<file path="src/rtl/eth_tx_pkg.sv">
// eth_tx_pkg: phase encoding and frame constants shared by the tx scheduler and byte datapath
package eth_tx_pkg;
  typedef enum logic [2:0] {PH_IDLE, PH_PRE, PH_HDR, PH_PAY, PH_FCS, PH_IFG} phase_t;
  localparam int DEF_NREQ = 4;
  localparam int DEF_PRE_LEN = 8;
  localparam int DEF_HDR_LEN = 14;
  localparam int DEF_PAYLOAD_LEN = 200;
  localparam int DEF_IFG_LEN = 12;
  localparam int FCS_LEN = 4;
  localparam logic [7:0] PRE_BYTE = 8'h55;
  localparam logic [7:0] SFD = 8'hD5;
endpackage

</file>
<file path="src/rtl/eth_tx_sched_rr_arbiter.sv">
// rr_arbiter: round-robin pick starting at last winner+1; pointer moves only on advance
module rr_arbiter #(
  parameter int NREQ = 4,
  parameter int PW = (NREQ > 1) ? $clog2(NREQ) : 1
) (
  input  logic            i_clk125,
  input  logic            i_rst_n,
  input  logic [NREQ-1:0] i_req,
  input  logic            i_advance,
  output logic [NREQ-1:0] o_gnt_next
);
  logic [PW-1:0] r_ptr;
  logic [PW-1:0] w_idx;
  logic [PW-1:0] w_winner;
  logic          w_found;
  always_comb begin
    o_gnt_next = '0;
    w_winner = '0;
    w_found = 1'b0;
    w_idx = '0;
    for (int i = 0; i < NREQ; i++) begin
      w_idx = PW'((int'(r_ptr) + i) % NREQ);
      if (!w_found && i_req[w_idx]) begin
        w_found = 1'b1;
        w_winner = w_idx;
        o_gnt_next[w_idx] = 1'b1;
      end
    end
  end
  always_ff @(posedge i_clk125) begin
    if (!i_rst_n) r_ptr <= '0;
    else if (i_advance) r_ptr <= (int'(w_winner) == NREQ - 1) ? '0 : w_winner + PW'(1);
  end
endmodule

</file>
<file path="src/rtl/eth_tx_sched.sv">
// eth_tx_sched: frame sequencer (PRE/HDR/PAY/FCS/IFG) with round-robin source grant
module eth_tx_sched
  import eth_tx_pkg::*;
#(
  parameter int NREQ = DEF_NREQ,
  parameter int PRE_LEN = DEF_PRE_LEN,
  parameter int HDR_LEN = DEF_HDR_LEN,
  parameter int PAYLOAD_LEN = DEF_PAYLOAD_LEN,
  parameter int IFG_LEN = DEF_IFG_LEN
) (
  input  logic            i_clk125,
  input  logic            i_rst_n,
  input  logic            i_enable,
  input  logic [NREQ-1:0] i_req,
  input  logic            i_underrun,
  input  logic            i_err_clr,
  output logic [NREQ-1:0] o_gnt,
  output phase_t          o_phase,
  output logic [10:0]     o_bytecnt,
  output logic            o_rden,
  output logic            o_txen,
  output logic            o_frame_start,
  output logic            o_frame_done,
  output logic            o_err_underrun
);
  phase_t          r_phase, w_phase;
  logic [10:0]     r_cnt, w_cnt, w_len;
  logic [NREQ-1:0] r_gnt, w_gnt, w_arb_gnt;
  logic            w_last, w_start, r_fs, r_fd, r_err;
  rr_arbiter #(.NREQ(NREQ)) u_arb (
    .i_clk125  (i_clk125),
    .i_rst_n   (i_rst_n),
    .i_req     (i_req),
    .i_advance (w_start),
    .o_gnt_next(w_arb_gnt)
  );
  always_comb begin
    w_len = r_phase == PH_PRE ? 11'(PRE_LEN) :
            r_phase == PH_HDR ? 11'(HDR_LEN) :
            r_phase == PH_PAY ? 11'(PAYLOAD_LEN) :
            r_phase == PH_FCS ? 11'(FCS_LEN) :
            r_phase == PH_IFG ? 11'(IFG_LEN) : 11'd1;
    w_last = r_cnt == w_len - 11'd1;
    w_start = (r_phase == PH_IDLE || (r_phase == PH_IFG && w_last)) && i_enable && |i_req;
    w_phase = w_start ? PH_PRE :
              !w_last ? r_phase :
              r_phase == PH_PRE ? PH_HDR :
              r_phase == PH_HDR ? PH_PAY :
              r_phase == PH_PAY ? PH_FCS :
              r_phase == PH_FCS ? PH_IFG : PH_IDLE;
    w_cnt = w_last ? 11'd0 : r_cnt + 11'd1;
    w_gnt = w_start ? w_arb_gnt : (r_phase == PH_FCS && w_last) ? '0 : r_gnt;
  end
  always_ff @(posedge i_clk125) begin
    if (!i_rst_n) begin
      r_phase <= PH_IDLE;
      r_cnt <= '0;
      r_gnt <= '0;
      r_fs <= 1'b0;
      r_fd <= 1'b0;
      r_err <= 1'b0;
    end else begin
      r_phase <= w_phase;
      r_cnt <= w_cnt;
      r_gnt <= w_gnt;
      r_fs <= w_start;
      r_fd <= w_phase == PH_FCS && w_cnt == 11'(FCS_LEN - 1);
      r_err <= (r_phase == PH_PAY && i_underrun) || (r_err && !i_err_clr);
    end
  end
  assign o_gnt = r_gnt;
  assign o_phase = r_phase;
  assign o_bytecnt = r_cnt;
  assign o_rden = r_phase == PH_PAY;
  assign o_txen = r_phase inside {PH_PRE, PH_HDR, PH_PAY, PH_FCS};
  assign o_frame_start = r_fs;
  assign o_frame_done = r_fd;
  assign o_err_underrun = r_err;
endmodule
</file>
<file path="config.mk">
export PLATFORM = sky130hd
export DESIGN_NAME = eth_tx_sched
export DESIGN_NICKNAME = d
export VERILOG_FILES = /design/src/rtl/eth_tx_pkg.sv /design/src/rtl/eth_tx_sched_rr_arbiter.sv /design/src/rtl/eth_tx_sched.sv
export SDC_FILE = /design/constraint.sdc
export NUM_CORES = 1
export LEC_CHECK = 0
export CAP_MARGIN = 20
export CORE_MARGIN = 2
export CORE_UTILIZATION = 30
export DETAILED_ROUTE_END_ITERATION = 12
export PLACE_DENSITY = 0.55
export SETUP_SLACK_MARGIN = 0.4
export SLEW_MARGIN = 20
export SYNTH_ARGS = -nofsm -noshare
export SYNTH_HDL_FRONTEND = slang
export SYNTH_SLANG_ARGS = --single-unit
</file>
<file path="constraint.sdc">
create_clock -name i_clk125 -period 3.3 [get_ports i_clk125]
set_input_delay 0.33 -clock i_clk125 [delete_from_list [all_inputs] [get_ports i_clk125]]
set_output_delay 0.33 -clock i_clk125 [all_outputs]
set_load 0.02 [all_outputs]
</file>
# After elaboration in Yosys (flattened, before gate mapping)
# Cells that the tools add are included.
dict set report totals {
  out_inout_bits 23
  input_bits 9
  register_bits 23
}
dict set report classes {
  n_mux 42
  reduce_logical 24
  eq_ne 9
  n_bitwise 3
  n_lt_le_gt_ge 8
  addsub 6
}
# operator count
set ops {}
lappend ops {{4-bit 2-to-1 mux} 8}
lappend ops {{8-bit 2-to-1 mux} 3}
lappend ops {{3-bit 2-to-1 mux} 6}
lappend ops {{1-bit logical AND} 14}
lappend ops {{2-bit by 3-bit < comparator with 1-bit output (second input constant)} 4}
lappend ops {{4-bit bitwise OR} 3}
lappend ops {{11-bit by 1-bit adder with 11-bit output (second input constant)} 1}
lappend ops {{11-bit == test} 1}
lappend ops {{11-bit by 2-bit == test with 1-bit output (second input constant)} 1}
lappend ops {{1-bit 2-to-1 mux} 11}
lappend ops {{11-bit 2-to-1 mux} 1}
lappend ops {{2-bit 2-to-1 mux} 5}
lappend ops {{3-bit == test (second input constant)} 3}
lappend ops {{8-bit by 1-bit subtractor with 9-bit output (second input constant)} 1}
lappend ops {{1-bit binary-select mux with 2-bit select} 4}
lappend ops {{1-bit demux with 2-bit select} 4}
lappend ops {{2-bit by 1-bit >= comparator with 1-bit output (second input constant)} 4}
lappend ops {{3-bit by 2-bit == test with 1-bit output (second input constant)} 2}
lappend ops {{2-bit by 1-bit adder with 2-bit output (second input constant)} 2}
lappend ops {{2-bit adder (second input constant)} 2}
lappend ops {{1-bit logical NOT} 4}
lappend ops {{4-bit nonzero test} 1}
lappend ops {{4-bit OR reduction} 1}
lappend ops {{3-bit by 1-bit == test with 1-bit output (second input constant)} 1}
lappend ops {{other kinds (4)} 5}

# Logic depth before layout (Yosys ltp)
dict set report logic_depth {
  word_depth 15
  ltp_mapped 12
}

# By module
# From an unflattened synthesis, not the netlist that was laid out.
dict set report hier_totals {
  cells_unflattened 245
  area_unflattened_um2 1891.8
}
# mod cells_each n_inst area_each_um2 seq_area_each_um2
set by_module_without_submodules {}
lappend by_module_without_submodules {eth_tx_sched 151 1 1231.2 420.4}
lappend by_module_without_submodules {rr_arbiter 94 1 660.6 40.0}

# Worst setup path after synthesis
# OpenSTA, ideal clock, no wires.
dict set report synth_timing {
  path_type {register to register}
  from {register r_phase[1] (netlist: o_phase[1])}
  to {register r_phase[0] (netlist: o_phase[0])}
  path_slack_ns 0.506
  t_required_ns 3.197
  stages_incl_launch_ff 12
  t_arrival_ns 2.691
  setup_ns 0.103
  cell_sequence {dfxtp_1 -> buf_1 -> and3_1 -> inv_1 -> ha_1 -> xor2_1 -> o311ai_1 -> nor4b_4 -> nand2_2 -> nor2_4 -> a21oi_2 -> a2111oi_2}
}
dict set report synth_between {
  word_cells_on_any_way 23
}
# element line_no
set synth_rtl {}
lappend synth_rtl {{from (decl)} eth_tx_sched.sv:26} ;# phase_t r_phase, w_phase;
lappend synth_rtl {{from (signal assigned)} eth_tx_sched.sv:63} ;# r_phase <= w_phase;
lappend synth_rtl {{3-bit by 2-bit == test with 1-bit output (*)} --}
lappend synth_rtl {{net o_rden} eth_tx_sched.sv:20} ;# output logic o_rden,
lappend synth_rtl {{8-bit 2-to-1 mux} eth_tx_sched.sv:40} ;# r_phase == PH_PAY ? 11'(PAYLOAD_LEN) :
lappend synth_rtl {{8-bit 2-to-1 mux} eth_tx_sched.sv:39} ;# r_phase == PH_HDR ? 11'(HDR_LEN) :
lappend synth_rtl {{8-bit 2-to-1 mux} eth_tx_sched.sv:38} ;# w_len = r_phase == PH_PRE ? 11'(PRE_LEN) :
lappend synth_rtl {{8-bit by 1-bit subtractor with 9-bit output} eth_tx_sched.sv:43} ;# w_last = r_cnt == w_len - 11'd1;
lappend synth_rtl {{11-bit == test} eth_tx_sched.sv:43}
lappend synth_rtl {{1-bit logical AND} eth_tx_sched.sv:44} ;# w_start = (r_phase == PH_IDLE || (r_phase == PH_IFG && w_last)) && i_enable && |i_req;
lappend synth_rtl {{1-bit logical OR} eth_tx_sched.sv:44}
lappend synth_rtl {{1-bit logical AND (2 in a row)} eth_tx_sched.sv:44}
lappend synth_rtl {{3-bit 2-to-1 mux (*)} eth_tx_sched.sv:45} ;# w_phase = w_start ? PH_PRE :
# Mark *: on every way through the listed nets, which the timed path passes. The rest lies on a longest branch.
# A chain may end at the register's enable or synchronous reset.

# Final worst setup path
dict set report layout_timing {
  from {register r_phase[2] (netlist: o_phase[2])}
  to {register r_gnt[2] (netlist: o_gnt[2])}
}
dict set report layout_between {
  elab_chain_len 13
  word_cells_on_any_way 20
}
# element line_no
set layout_lines {}
lappend layout_lines {{3-bit == test} {eth_tx_sched.sv:42, eth_tx_sched.sv:44}}
lappend layout_lines {{4-bit 2-to-1 mux} eth_tx_sched.sv:42} ;# r_phase == PH_IFG ? 11'(IFG_LEN) : 11'd1;
lappend layout_lines {{4-bit 2-to-1 mux} eth_tx_sched.sv:41} ;# r_phase == PH_FCS ? 11'(FCS_LEN) :
lappend layout_lines {{8-bit 2-to-1 mux} eth_tx_sched.sv:40}
lappend layout_lines {{8-bit 2-to-1 mux} eth_tx_sched.sv:39}
lappend layout_lines {{8-bit 2-to-1 mux} eth_tx_sched.sv:38}
lappend layout_lines {{8-bit by 1-bit subtractor with 9-bit output} eth_tx_sched.sv:43}
lappend layout_lines {{11-bit == test} eth_tx_sched.sv:43}
lappend layout_lines {{1-bit logical AND} eth_tx_sched.sv:44}
lappend layout_lines {{1-bit logical OR} eth_tx_sched.sv:44}
lappend layout_lines {{1-bit logical AND (2 in a row)} eth_tx_sched.sv:44}
lappend layout_lines {{4-bit 2-to-1 mux or 2-bit nonzero test (tied branches)} --}
lappend layout_lines {{to (signal assigned)} eth_tx_sched.sv:65} ;# r_gnt <= w_gnt;
lappend layout_lines {{to (decl)} eth_tx_sched.sv:28} ;# logic [NREQ-1:0] r_gnt, w_gnt, w_arb_gnt;
# Several ways; a longest one is shown, not always the timed one.

==> impl_summary.md <==
Synth
The leading register cell type out of synthesis is sky130_fd_sc_hd__dfxtp_1. The share of the Yosys chip area taken by registers is 26.7%. The fraction of post-synthesis cell area in the top cell type by area is 26.7%. Counting instances in the post-synthesis netlist gives the leading cell types as sky130_fd_sc_hd__nor2_1 (29), sky130_fd_sc_hd__dfxtp_1 (23), sky130_fd_sc_hd__nand2_1 (12), sky130_fd_sc_hd__inv_1 (11). The most common cell in the synthesized netlist is sky130_fd_sc_hd__nor2_1. The netlist area before placement is 1730 sq um.

The number of synthesis warnings is 0. In the post-synthesis netlist, the biggest area contributors are sky130_fd_sc_hd__dfxtp_1 (27%), sky130_fd_sc_hd__ha_1 (7.3%), sky130_fd_sc_hd__nor2_1 (6.3%). The synthesized design contains 0 enable-type register cells. After synthesis, the netlist uses 52 different library cells.

Of all flip-flops after synthesis, the portion carrying an async set or reset was 0%. Summed over all instances, the cell type with the most area after synthesis is sky130_fd_sc_hd__dfxtp_1. When the netlist entered floorplanning its net count stood at 222. The mean post-synth cell area is 8.50 sq um. After synthesis the netlist holds a flip-flop and latch count of 23. In the synthesized netlist, the number of instances is 203.

Detailed routing
Summing over every cut layer, the via total after detailed routing is 1,555. In this run the remaining antenna-violating nets after routing total 0. After detailed routing, the average wire length per cell comes to 12.9 microns. For this block, the routed nets add up to 3.94 mm of wire. The initial DRC count is 110. In the routed design, unresolved DRC markers number 0. The count of TritonRoute iterations in the first routing pass is 4. Using the TritonRoute via totals, the vias-per-cell ratio works out to 5.12.

Clock network
Once the clock tree was built, the setup fixing pass inserted 0 buffers. The depth of the CTS H-tree is 1. TritonCTS built the clock tree. The number of buffers inserted for hold repair after clock tree synthesis is 0.

In this run the clock root is driven by a sky130_fd_sc_hd__clkbuf_8. The total CTS buffers is 3. The post-cts resize count is 0. The later pin in the worst-skew pair is clocked with a latency of 0.28 ns. The clock sink count is 23. Counting along the longest clock path gives a buffer depth of 2.

Clock-pin slew was measured on the worst setup and hold paths at 0.10 ns.

Timing
The number of failing hold endpoints at the final stage came to 0. Based on the critical path, the design can be clocked at up to 376 MHz. Setup repair after global routing left no endpoint under its margin. The total setup violations reported at the end of the flow is 0.

Summed over all failing endpoints, the final setup total negative slack is 0 ns. The clock period could shrink to 2.66 ns. The setup clock skew after layout is 0.0165 ns. In this run the tightest slew margin relative to its limit is 59.3%. The final number of max-transition violations is 0. At the pin with the least slew margin, the transition time is 0.610 ns. The final critical path takes up 80.6% of the cycle.

GRT
The first global-routing pass estimated 6.76 mm of wire. Entering global routing, the biggest net connects 20 pins. The initial antenna violation count is 0. For this run, the total global-route usage over all layers was measured as 13.0%. After global routing the overflow that remains totals 0.

The number of global-route vias before repair came to 1,417.

Critical path
The category of the worst setup path capture point is a flop. The required arrival time at the worst endpoint is 3.46 ns. The worst setup path is launched from a flop. For this run, the slowest stage of the critical path takes 0.32 ns.

The cell occurring most often along the worst timing path is sky130_fd_sc_hd__inv_1. Along the worst path, the maximum fanout reaches 8. Among cell families on the critical path, the largest total delay comes from simple AND/OR/NAND/NOR gates.

Traced cell by cell, the critical path runs through inv_1 > and3_1 > inv_1 > ha_1 > xor2_1 > o311ai_1 > nor4b_4 > nand2_2 > nor2_4 > a311oi_2 > a22o_1. The arrival time at the worst endpoint is 2.82 ns. The critical path contains buffers and inverters numbering 2 combined. The highest-delay cell along the critical path is sky130_fd_sc_hd__dfxtp_1. The critical path in this run is classified as flop to flop.

Die
Measured along the y axis, the die boundary spans 79.8 microns. The number of placement rows is 27. The die covers 6370 sq um. The initial utilization of the core area, before any placement, comes to 31.1%.

The area of the core is 5540 sq um. The number of primary I/O pins is 32. The chip width is 79.8 microns.

Place
The detailed placer's ending HPWL is 2.88 mm. The number of buffer cells added on primary ports is 31. Once placement finished, the instance area stood at 2090 sq um. The congestion estimate from routability-driven global placement came to 0.791.

Finish
The area taken by multi-input logic gates is 1150 sq um. The final layout net count is 252. The fraction of layout instances using a drive strength above 1 is 9.91%. The final instance area is 2140 sq um. The growth of design area from synthesis to finish is 24.2%. 0 antenna diodes ended up in the layout. Registers take 460 sq um. The layout has 582 filler cells. The final core area utilization is 38.7%.

Min path
The path class of the tightest hold or removal check is flop to flop.

Power and ir drop
Dividing total power by cell area gives a power density of 356 nW/um^2. In this run the static leakage power is 0.774 nW. The design draws 0.763 mW. Across the VDD grid, the largest voltage drop is 0.000128 V.

Run status
The flow ran to the end, and the final reports show no timing, DRC or antenna violations.

Run
Max-cap violations in this run came to 0.
-- layer usage --
metal	part of all wire (%)	global-route usage, %	vias to the layer above
li1	-	-	802
met1	52	19.2	711
met2	43	19.6	37
met3	4.3	2.71	5
met4	0.76	2.54	0
met5	0	0	-
-- sequential cells by signal, indices dropped and copies added (netlist names), named ones only --
signal          cells
o_frame_start       1
o_bytecnt          11
o_frame_done        1
u_arb.r_ptr         1
o_err_underrun      1
o_phase             3
o_gnt               4
-- report_power, final --
group | switching [mW] | internal (mW) | leakage (nW) | total (mW)
Combinational | 0.150 | 0.121 | 0.562 | 0.271
Sequential | 0.0154 | 0.292 | 0.187 | 0.307
Clock | 0.100 | 0.0846 | 0.0255 | 0.185
-- placed cells by master (no fill, tap or decap), types with 2 or more instances in the layout --
cell type / n
sky130_fd_sc_hd__a2111oi_2: 2
sky130_fd_sc_hd__a21oi_1: 8
sky130_fd_sc_hd__a22o_1: 4
sky130_fd_sc_hd__a22oi_1: 9
sky130_fd_sc_hd__a31oi_1: 4
sky130_fd_sc_hd__and2_1: 2
sky130_fd_sc_hd__and3_1: 5
sky130_fd_sc_hd__buf_4: 5
sky130_fd_sc_hd__clkbuf_8: 3
sky130_fd_sc_hd__clkdlybuf4s50_1: 31
sky130_fd_sc_hd__dfxtp_1: 23
sky130_fd_sc_hd__ha_1: 10
sky130_fd_sc_hd__inv_1: 11
sky130_fd_sc_hd__mux2_2: 2
sky130_fd_sc_hd__mux2i_1: 2
sky130_fd_sc_hd__mux4_1: 2
sky130_fd_sc_hd__mux4_2: 2
sky130_fd_sc_hd__nand2_1: 12
sky130_fd_sc_hd__nand3_1: 6
sky130_fd_sc_hd__nand4_1: 2
sky130_fd_sc_hd__nor2_1: 29
sky130_fd_sc_hd__nor2b_1: 3
sky130_fd_sc_hd__nor3_1: 3
sky130_fd_sc_hd__nor4_1: 3
sky130_fd_sc_hd__o21ai_0: 10
sky130_fd_sc_hd__o32ai_1: 2
sky130_fd_sc_hd__xnor2_1: 7
sky130_fd_sc_hd__xor2_1: 7
-- kinds of logic (layout without fill, tap and decap cells) --
logic type	Yosys count	after routing	share of synthesized area [%]
xor+xnor	14	14	7.11
compound gates	53	53	23.1
flops	23	23	26.7
buf+inv	23	52	6.89
fa+ha+maj	10	10	7.25
other cells	1	1	0.217
simple gates	71	71	20.7
mux	8	8	8.12
-- worst register-to-register path: stages, from the launching register on --
cell and delay [ns]:
sky130_fd_sc_hd__dfxtp_1 0.32, sky130_fd_sc_hd__inv_1 0.19, sky130_fd_sc_hd__and3_1 0.26, sky130_fd_sc_hd__inv_1 0.07, sky130_fd_sc_hd__ha_1 0.28, sky130_fd_sc_hd__xor2_1 0.17, sky130_fd_sc_hd__o311ai_1 0.16, sky130_fd_sc_hd__nor4b_4 0.27
sky130_fd_sc_hd__nand2_2 0.15, sky130_fd_sc_hd__nor2_4 0.22, sky130_fd_sc_hd__a311oi_2 0.19, sky130_fd_sc_hd__a22o_1 0.27
-- area by class of cell --
type,count,area share [%]
clock buffers,3,1.93
clock inverters,1,0.234
inverters,12,2.10
multi-input cells,157,53.8
flip-flops and latches,23,21.5
well taps,72,4.20
repair buffers,36,16.2
-- stage by stage --
| step | hold WS (ns) | worst slack [ns] | std cells |
|---|---|---|---|
| detailed placement | 0.466 | 0.633 | 300 |
| global route | 0.497 | 0.437 | 304 |
| finish | 0.487 | 0.640 | 304 |
| floorplan | 0.468 | 0.506 | 203 |
| global placement | 0.476 | 0.616 | 300 |
| CTS | 0.485 | 0.583 | 304 |
-- worst paths after layout --
kind | end | depth (start not counted) | slack [ns] | startpoint
worst min register to register | o_gnt[0] | 1 | 0.49 | o_gnt[0]
worst max register to register | o_gnt[2] | 11 | 0.64 | o_phase[2]
worst max-delay path | o_gnt[2] | 11 | 0.64 | o_phase[2]
worst min-delay path | o_gnt[0] | 1 | 0.49 | o_gnt[0]
Note: power is estimated with default switching activity, not from simulation.
